**config.mk**
```make
export PLATFORM = sky130hd
export DESIGN_NAME = d1fifo_mc
export DESIGN_NICKNAME = d
export VERILOG_FILES = /design/src/rtl/d1fifo_pkg.sv /design/src/rtl/d1fifo_ch.sv /design/src/rtl/d1fifo_mc.sv
export SDC_FILE = /design/constraint.sdc
export NUM_CORES = 2
export LEC_CHECK = 0
export BUFFER_PORTS_ARGS = -buffer_cell sky130_fd_sc_hd__buf_2
export CORE_ASPECT_RATIO = 1.2
export CORE_UTILIZATION = 51
export CTS_CLUSTER_DIAMETER = 200
export DETAILED_ROUTE_END_ITERATION = 12
export HOLD_SLACK_MARGIN = 0.15
export PLACE_DENSITY = 0.67
export REMOVE_ABC_BUFFERS = 1
export SLEW_MARGIN = 15
export SYNTH_ARGS = -nofsm -noshare
export SYNTH_HDL_FRONTEND = slang
export SYNTH_SLANG_ARGS = --single-unit
```
**constraint.sdc**
```tcl
create_clock -name clk -period 3.2 [get_ports clk]
set_clock_uncertainty 0.2 [all_clocks]
set_input_delay 0.64 -clock clk [delete_from_list [all_inputs] [get_ports clk]]
set_output_delay 0.64 -clock clk [all_outputs]
set_load 0.02 [all_outputs]
```
**src/rtl/d1fifo_pkg.sv**
```systemverilog
// d1fifo_pkg: shared width helpers and the per-channel status bundle for the
// multi-channel registered-read FIFO bank.
package d1fifo_pkg;

    // Occupancy counter width: must represent 0..size inclusive.
    function automatic int cnt_w(input int size);
        return $clog2(size + 1);
    endfunction

    // Pointer width: addresses 0..size-1, never narrower than one bit.
    function automatic int ptr_w(input int size);
        return ($clog2(size) < 1) ? 1 : $clog2(size);
    endfunction

    // Per-channel flags, gathered so the top level only has to unpack them.
    typedef struct packed {
        logic full;
        logic empty;
        logic al_full;
        logic al_empty;
        logic overflow;
        logic underflow;
    } ch_status_t;

endpackage

```
**src/rtl/d1fifo_ch.sv**
```systemverilog
// d1fifo_ch: single-channel FIFO with registered read port, synchronous
// flush, programmable almost-full/almost-empty thresholds and sticky
// overflow/underflow flags. SIZE need not be a power of two.
module d1fifo_ch
    import d1fifo_pkg::*;
#(
    parameter int WIDTH       = 16,
    parameter int SIZE        = 32,
    parameter int AL_FULL_TH  = SIZE - 2,
    parameter int AL_EMPTY_TH = 1
) (
    input  logic                      clk,
    input  logic                      rst_n,
    input  logic                      push,
    input  logic                      pop,
    input  logic                      flush,
    input  logic [WIDTH-1:0]          wdata,
    output logic [WIDTH-1:0]          rdata,
    output logic                      valid,
    output logic [cnt_w(SIZE)-1:0]    count,
    output ch_status_t                status
);

    localparam int CW = cnt_w(SIZE);
    localparam int PW = ptr_w(SIZE);
    localparam logic [CW-1:0] LP_SIZE = CW'(SIZE);
    localparam logic [PW-1:0] LP_LAST = PW'(SIZE - 1);

    logic [WIDTH-1:0] r_mem [SIZE];
    logic [PW-1:0]    r_rd_ptr;
    logic [PW-1:0]    r_wr_ptr;
    logic [CW-1:0]    r_count;
    logic [WIDTH-1:0] r_rdata;
    logic             r_valid;
    logic             r_ovf;
    logic             r_udf;

    logic             w_full;
    logic             w_empty;
    logic             w_pop_acc;
    logic             w_push_acc;
    logic             w_ovf_evt;
    logic             w_udf_evt;
    logic [CW-1:0]    w_count_nxt;

    // Explicit wrap so non-power-of-two depths cycle through 0..SIZE-1.
    function automatic logic [PW-1:0] ptr_inc(input logic [PW-1:0] p);
        return (p == LP_LAST) ? '0 : p + PW'(1);
    endfunction

    assign w_full  = (r_count == LP_SIZE);
    assign w_empty = (r_count == '0);

    // Flush overrides everything; a pop frees a slot, so a push at full is
    // still accepted when paired with a pop. Pop never falls through an
    // empty FIFO, even with a concurrent push.
    assign w_pop_acc  = !flush && pop && !w_empty;
    assign w_push_acc = !flush && push && (!w_full || w_pop_acc);
    assign w_ovf_evt  = !flush && push && w_full && !w_pop_acc;
    assign w_udf_evt  = !flush && pop && w_empty;

    // Next occupancy: push and pop together leave the count unchanged.
    always_comb begin
        w_count_nxt = r_count;
        if (w_push_acc && !w_pop_acc) begin
            w_count_nxt = r_count + CW'(1);
        end else if (w_pop_acc && !w_push_acc) begin
            w_count_nxt = r_count - CW'(1);
        end
    end

    // Storage array, deliberately not reset; contents are undefined until written.
    always_ff @(posedge clk) begin
        if (w_push_acc) begin
            r_mem[r_wr_ptr] <= wdata;
        end
    end

    // Pointers, occupancy, read register and sticky error flags.
    always_ff @(posedge clk or negedge rst_n) begin
        if (!rst_n) begin
            r_rd_ptr <= '0;
            r_wr_ptr <= '0;
            r_count  <= '0;
            r_rdata  <= '0;
            r_valid  <= 1'b0;
            r_ovf    <= 1'b0;
            r_udf    <= 1'b0;
        end else if (flush) begin
            r_rd_ptr <= '0;
            r_wr_ptr <= '0;
            r_count  <= '0;
            r_valid  <= 1'b0;
            r_ovf    <= 1'b0;
            r_udf    <= 1'b0;
        end else begin
            r_valid <= w_pop_acc;
            // Read uses the pre-edge array value, so at full with push+pop
            // (wr_ptr == rd_ptr) the old entry is returned.
            if (w_pop_acc) begin
                r_rdata  <= r_mem[r_rd_ptr];
                r_rd_ptr <= ptr_inc(r_rd_ptr);
            end
            if (w_push_acc) begin
                r_wr_ptr <= ptr_inc(r_wr_ptr);
            end
            r_count <= w_count_nxt;
            if (w_ovf_evt) begin
                r_ovf <= 1'b1;
            end
            if (w_udf_evt) begin
                r_udf <= 1'b1;
            end
        end
    end

    assign rdata = r_rdata;
    assign valid = r_valid;
    assign count = r_count;

    assign status.full      = w_full;
    assign status.empty     = w_empty;
    assign status.al_full   = int'(r_count) >= AL_FULL_TH;
    assign status.al_empty  = int'(r_count) <= AL_EMPTY_TH;
    assign status.overflow  = r_ovf;
    assign status.underflow = r_udf;

endmodule

```
**src/rtl/d1fifo_mc.sv**
```systemverilog
// d1fifo_mc: bank of NCH independent registered-read FIFOs. This level only
// slices the packed input vectors per channel and packs the results back.
module d1fifo_mc
    import d1fifo_pkg::*;
#(
    parameter int WIDTH       = 16,
    parameter int SIZE        = 32,
    parameter int NCH         = 4,
    parameter int AL_FULL_TH  = SIZE - 2,
    parameter int AL_EMPTY_TH = 1
) (
    input  logic                          clk,
    input  logic                          rst_n,
    input  logic [NCH-1:0]                push,
    input  logic [NCH-1:0]                pop,
    input  logic [NCH-1:0]                flush,
    input  logic [NCH*WIDTH-1:0]          wdata,
    output logic [NCH*WIDTH-1:0]          rdata,
    output logic [NCH-1:0]                valid,
    output logic [NCH-1:0]                full,
    output logic [NCH-1:0]                empty,
    output logic [NCH-1:0]                al_full,
    output logic [NCH-1:0]                al_empty,
    output logic [NCH*cnt_w(SIZE)-1:0]    count,
    output logic [NCH-1:0]                overflow,
    output logic [NCH-1:0]                underflow
);

    localparam int CW = cnt_w(SIZE);

    for (genvar c = 0; c < NCH; c++) begin : g_ch
        ch_status_t w_status;

        d1fifo_ch #(
            .WIDTH       (WIDTH),
            .SIZE        (SIZE),
            .AL_FULL_TH  (AL_FULL_TH),
            .AL_EMPTY_TH (AL_EMPTY_TH)
        ) u_ch (
            .clk    (clk),
            .rst_n  (rst_n),
            .push   (push[c]),
            .pop    (pop[c]),
            .flush  (flush[c]),
            .wdata  (wdata[c*WIDTH +: WIDTH]),
            .rdata  (rdata[c*WIDTH +: WIDTH]),
            .valid  (valid[c]),
            .count  (count[c*CW +: CW]),
            .status (w_status)
        );

        assign full[c]      = w_status.full;
        assign empty[c]     = w_status.empty;
        assign al_full[c]   = w_status.al_full;
        assign al_empty[c]  = w_status.al_empty;
        assign overflow[c]  = w_status.overflow;
        assign underflow[c] = w_status.underflow;
    end

endmodule

```
Word-level counts from Yosys, hierarchy flattened
Memory sizes are Yosys's and may differ from the RTL's. A register that Yosys moved wholly into a read port is not among the register bits. Cells that the tools add are included.

Memories kept: 4. Input bits: 78. Word-level logic and storage cells: 224. Memory bits (read-only): 0. Output and inout bits: 116. Bits in writable memories: 2048. Bits in latches: 0. Register bits: 76.

Equality and inequality tests: 12. $add $sub $neg: 16. Bitwise logic cells: 4. Shift operators: 0. Mux-type cells: 64. Div/mod/pow operators: 0. $lt $le $gt $ge: 8. Reduce and logical (&&, ||, !) cells: 92. Multiply operators: 0.

Memory list: g_ch[0].u_ch.r_mem (depth 32, width 16, read ports 1, clocked after Yosys merged registers in 1, write ports 1, RTL line d1fifo_ch.sv:29) `logic [WIDTH-1:0] r_mem [SIZE];`; g_ch[1].u_ch.r_mem (depth 32, width 16, read ports 1, clocked after Yosys merged registers in 1, write ports 1, RTL line d1fifo_ch.sv:29); g_ch[2].u_ch.r_mem (depth 32, width 16, read ports 1, clocked after Yosys merged registers in 1, write ports 1, RTL line d1fifo_ch.sv:29); g_ch[3].u_ch.r_mem (depth 32, width 16, read ports 1, clocked after Yosys merged registers in 1, write ports 1, RTL line d1fifo_ch.sv:29).

Operators by type and width (number): $mux 5 (24); $mux 6 (12); $add 5x1->5 const B (8); $eq 5x5->1 const B (8); $logic_and 1x1->1 (36); $reduce_bool 2->1 (16); $mux 1 (28); $add 6x1->6 const B (4); $eq 6x6->1 const B (4); $ge 6x5->1 const B (4); $le 6x1->1 const B (4); $logic_not 1->1 (24); $logic_not 6->1 (4); $sub 6x1->6 const B (4); $reduce_bool 3->1 (4); $reduce_and 2->1 (4); $logic_or 1x1->1 (4); $not 1->1 (4).

Logic depth before layout (Yosys ltp)
Depth after elaboration: 10. Depth in mapped cells: 11. Mapped depth without buffers: 9.

Modules after synthesis
A second synthesis with hierarchy kept.

Cell total of the unflattened synthesis: 4442. Area, all modules: 86377.8 um2.

By module, submodules not included: d1fifo_ch at g_ch[1].u_ch ... (cells an instance 1119, times used 2, area each 21619.5 um2, sequential area each 16250.6 um2); d1fifo_ch at g_ch[0].u_ch (cells an instance 1120, times used 1, area each 21702.1 um2, sequential area each 16250.6 um2); d1fifo_ch at g_ch[3].u_ch (cells an instance 1084, times used 1, area each 21436.8 um2, sequential area each 16250.6 um2).

Least setup slack after synthesis
Ideal clock, no wire load.

Kind: register to register. Start: reg g_ch[3].u_ch.r_count[0]. End: mem g_ch[3].u_ch.r_mem[15][0] (enable). Clock period less this slack: 3.118 ns. Data arrival time: 2.530 ns. Path buffers: 0. Required time: 2.612 ns. Path slack: 0.082 ns. Cell stages (with the launch flop): 7. Library setup time: 0.388 ns. Path through: dfrtp_1 > inv_1 > ha_1 > nor4b_4 > a31oi_1 > nand2_1 > nor2_1.

Word-level cells in the longest chain between the ends: 7. Elaborated cells on any way between the ends: 9. Those cells by class: 1 x eq/ne; 2 x mux; 6 x reduce/logical.

RTL lines: from (decl) (RTL line d1fifo_ch.sv:32) `logic [CW-1:0] r_count;`; from (signal assigned) (RTL line d1fifo_ch.sv:107) `r_count <= w_count_nxt;`; $logic_not 6->1 (RTL line d1fifo_ch.sv:52) `assign w_empty = (r_count == '0);`; $logic_not 1->1 (RTL line d1fifo_ch.sv:57) `assign w_pop_acc = !flush && pop && !w_empty;`; $logic_and 1x1->1 (RTL line d1fifo_ch.sv:57); $logic_or 1x1->1 * (RTL line d1fifo_ch.sv:58) `assign w_push_acc = !flush && push && (!w_full || w_pop_acc);`; $logic_and 1x1->1 * (RTL line d1fifo_ch.sv:58); $mux 1 * (RTL line d1fifo_ch.sv:74) `if (w_push_acc) begin`; $mux 1 (implied by the code) * (RTL line d1fifo_ch.sv:75) `r_mem[r_wr_ptr] <= wdata;`; to (decl) (RTL line d1fifo_ch.sv:29).

Every way passes the cells marked *; elsewhere a longest branch is shown, timed or not.

Worst setup path in the final report
Start: reg g_ch[2].u_ch.r_count[0]. End: out empty[2].

Word-level cells in the longest chain between the ends: 1.

RTL lines: from (decl) (RTL line d1fifo_ch.sv:32); from (signal assigned) (RTL line d1fifo_ch.sv:107); $logic_not 6->1 (RTL line d1fifo_ch.sv:52); to (decl) (RTL line d1fifo_mc.sv:21) `output logic [NCH-1:0] empty,`.

No other way between the ends.

==> reports/results.ini <==
[cells_and_area]
mostFrequentLayoutCells = edfxtp_1, mux4_2, mux2i_1, buf_4, clkbuf_16
postLayoutCoreUtil = 0.594
area_delta_synth_final_pct = 15.8
num-fill-cells = 12200
instances_no_fill = 7436
drive_gt1_frac = 0.275
layout_commonest_cell = edfxtp_1
fin_nets = 5125

[floorplan]
pin_count = 194
die_h_um = 453
die-area_um2 = 171000
core-area_um2 = 168000
initial_utilization = 0.513
die_x_um = 378
fp-row-count = 165

[synthesis]
syn_area_per_cell_um2 = 19.3
synth_ff_type = edfxtp_1
synthAdderAreaFrac = 0.00695
synth_top_area_share = 0.711
synth_top_family_by_area = multiplexers
synth_edf_count = 2048
ys_types = 74
yosys_warnings = 0
synth_area_leaders = edfxtp_1, mux4_2, mux2i_1
syn_area_um2 = 86500
synth_top_area_cell = edfxtp_1
yosys.area_share.simple = 0.0343
synth_compound_area_frac = 0.0456
netlist_instances = 4485
synthArstFlopShare = 0.0640
ys_seq_area_frac = 0.752
synth-seq-cells = 2188
synthMuxAreaShare = 0.142
synth-xor-area-share = 0.00192

[cts]
path_clk_slew_ps = 70
clock_latency_ps = 840
cts-root-buf = clkbuf_16
cts_buffer_depth = 3
h-tree-depth = 4
cts_made_buffers = 206
cts.sinks = 2188
cts_tree = done

[timing]
max_freq_mhz = 322
hold_violations = 0
slew_headroom = 0.249
setup_violations = 0
min_period_ps = 3110
fin_crit_sh = 0.971
tightest_slew_ps = 1130
rsz0062_at_grt = yes
slew_viol_final = 0
whs_ps = 223

[detailed_routing]
detail_route.drc_violations = 0
num_vias = 44600
wl_per_cell_um = 26.4
vias_per_cell = 6.00
drtIter0Drc = 3886
wirelength_um = 196000
first_pass_iters = 6
antenna_left = 0

[global_routing]
grt_pass1_wl_um = 291000
grt_max_degree = 69
grt_pass1_vias = 45400
track_usage = 0.231
antenna_found_initial = 3
grt_overflow = 0

[setup_path]
crit_type = reg -> out
endpoint_kind = primary output
crit_required_ps = 2360
critPathLaunch = g_ch[2].u_ch.count[0]
crit_path_max_fanout = 4
cp-start-kind = flop
cp.arrival_ps = 2270
worstReg2RegStart = g_ch[0].u_ch.count[0]

[flow_run]
maxCapViolCount = 0

[placement]
gp_congestion = 0.805
placedCellCount = 6954
place.port_buffers = 193
hpwl_um = 118000

[pwr]
p_per_area_nw_per_um2 = 708
leakage_nw = 32.5
irDropWorstVdd_mv = 0.602

[worst_hold_path]
hold_path.class = in -> async

[outcome]
status = finished, final reports clean

sequential cells by signal, summed over array words and instances (netlist names):
signal,cells
g_ch.u_ch.valid,4
g_ch.u_ch.r_mem,2048
g_ch.u_ch.r_udf,4
g_ch.u_ch.r_wr_ptr,20
g_ch.u_ch.r_rd_ptr,20
g_ch.u_ch.rdata,64
g_ch.u_ch.count,24
g_ch.u_ch.r_ovf,4
cell usage after synthesis (4+ instances only):
cell and number:
edfxtp_1 2048, mux4_2 369, mux2i_1 359, nor2_1 265
a221oi_1 152, dfrtp_1 140, clkbuf_1 127, nand2_1 123
o21ai_0 97, a21oi_1 82, buf_2 65, a22oi_1 63
buf_4 52, ha_1 48, nand3_1 36, inv_1 31
mux2_2 30, nand2b_1 30, nor3_1 30, nand4_1 26
a31oi_1 20, o21ai_2 20, buf_1 19, nand3b_1 18
xnor2_1 17, a211o_1 16, nor2b_1 15, o22ai_1 15
and3_1 14, buf_6 13, o211ai_1 11, and2_1 10
o21a_1 9, a41oi_1 8, o311ai_1 8, or3b_2 8
a221o_1 7, a21o_1 6, or3_1 6, o31ai_1 5
o21ai_1 4, o311ai_0 4
through the flow:
stage                     setup TNS [ps]  power [mW]  area, um^2  worst slack [ps]
after floorplan                  -374260        42.4       85000             -5070
after CTS                          -4650        71.4      100000              -132
after global placement             -3650        46.0       92100              -136
after global routing                -669        73.4      100000             -30.7
final                                  0        70.9      100000              94.0
after detailed placement           -6650        46.2       92100             -99.3
worst max-delay path, cell delays in order (launching register included):
cell and delay, ps:
dfrtp_2 430, inv_2 90, ha_2 190, or4b_4 480
nor2_4 110, buf_6 130
cell type report:
type                            count  area (um^2)  area share
Sequential cell                  2188        65000       0.649
Multi-Input combinational cell   1988        20300       0.203
Clock buffer                      268         5660      0.0565
Timing Repair Buffer              582         4740      0.0473
Tap cell                         2254         2820      0.0282
Clock inverter                    122         1420      0.0142
Inverter                           33          124     0.00124
Antenna cell                        1         2.50   0.0000250
final timing paths:
kind                                               to  slack [ps]  depth (start not counted)
max                                          empty[2]          90                          5
min                          g_ch[2].u_ch.r_rd_ptr[0]         220                          2
max reg2reg                g_ch[0].u_ch.r_mem[26][14]         120                          8
min reg2reg                     g_ch[0].u_ch.rdata[7]         290                          2
max in group asynchronous       g_ch[1].u_ch.rdata[6]        1810                          3
min in group clk            g_ch[2].u_ch.r_mem[2][12]         230                          1
what timing repair did:
item	in CTS	in global routing
setup buffers	3	4
setup endpoints to repair	187	147
gates resized for setup	21	11
endpoints found under the hold margin	2150	0
hold buffers	84	0
layer usage:
metal  global-route usage  up-vias  routed length (um)
met5                    0        -                   0
met4               0.0723        0                5370
met3               0.0342      317               11800
met2                0.394     1521              100000
met1                0.305    23400               79300
li1                     -    19400                   -
logic make-up (layout without fill, tap and decap cells):
group	after synthesis	after routing
XOR/XNOR	19	19
buffers and inverters	309	1005
multiplexers	758	758
other	0	1
AO/OA/AOI/OAI	549	549
adder cells (fa/ha/maj)	48	48
flip-flops	2188	2188
AND/OR/NAND/NOR	614	614
power breakdown:
group	internal (mW)	switching (mW)	total [mW]
logic	5.89	6.78	12.7
clock network	14.7	10.5	25.2
registers	32.0	0.995	33.0
total	52.6	18.3	70.9
No activity file was read; power rests on OpenSTA's default activity.
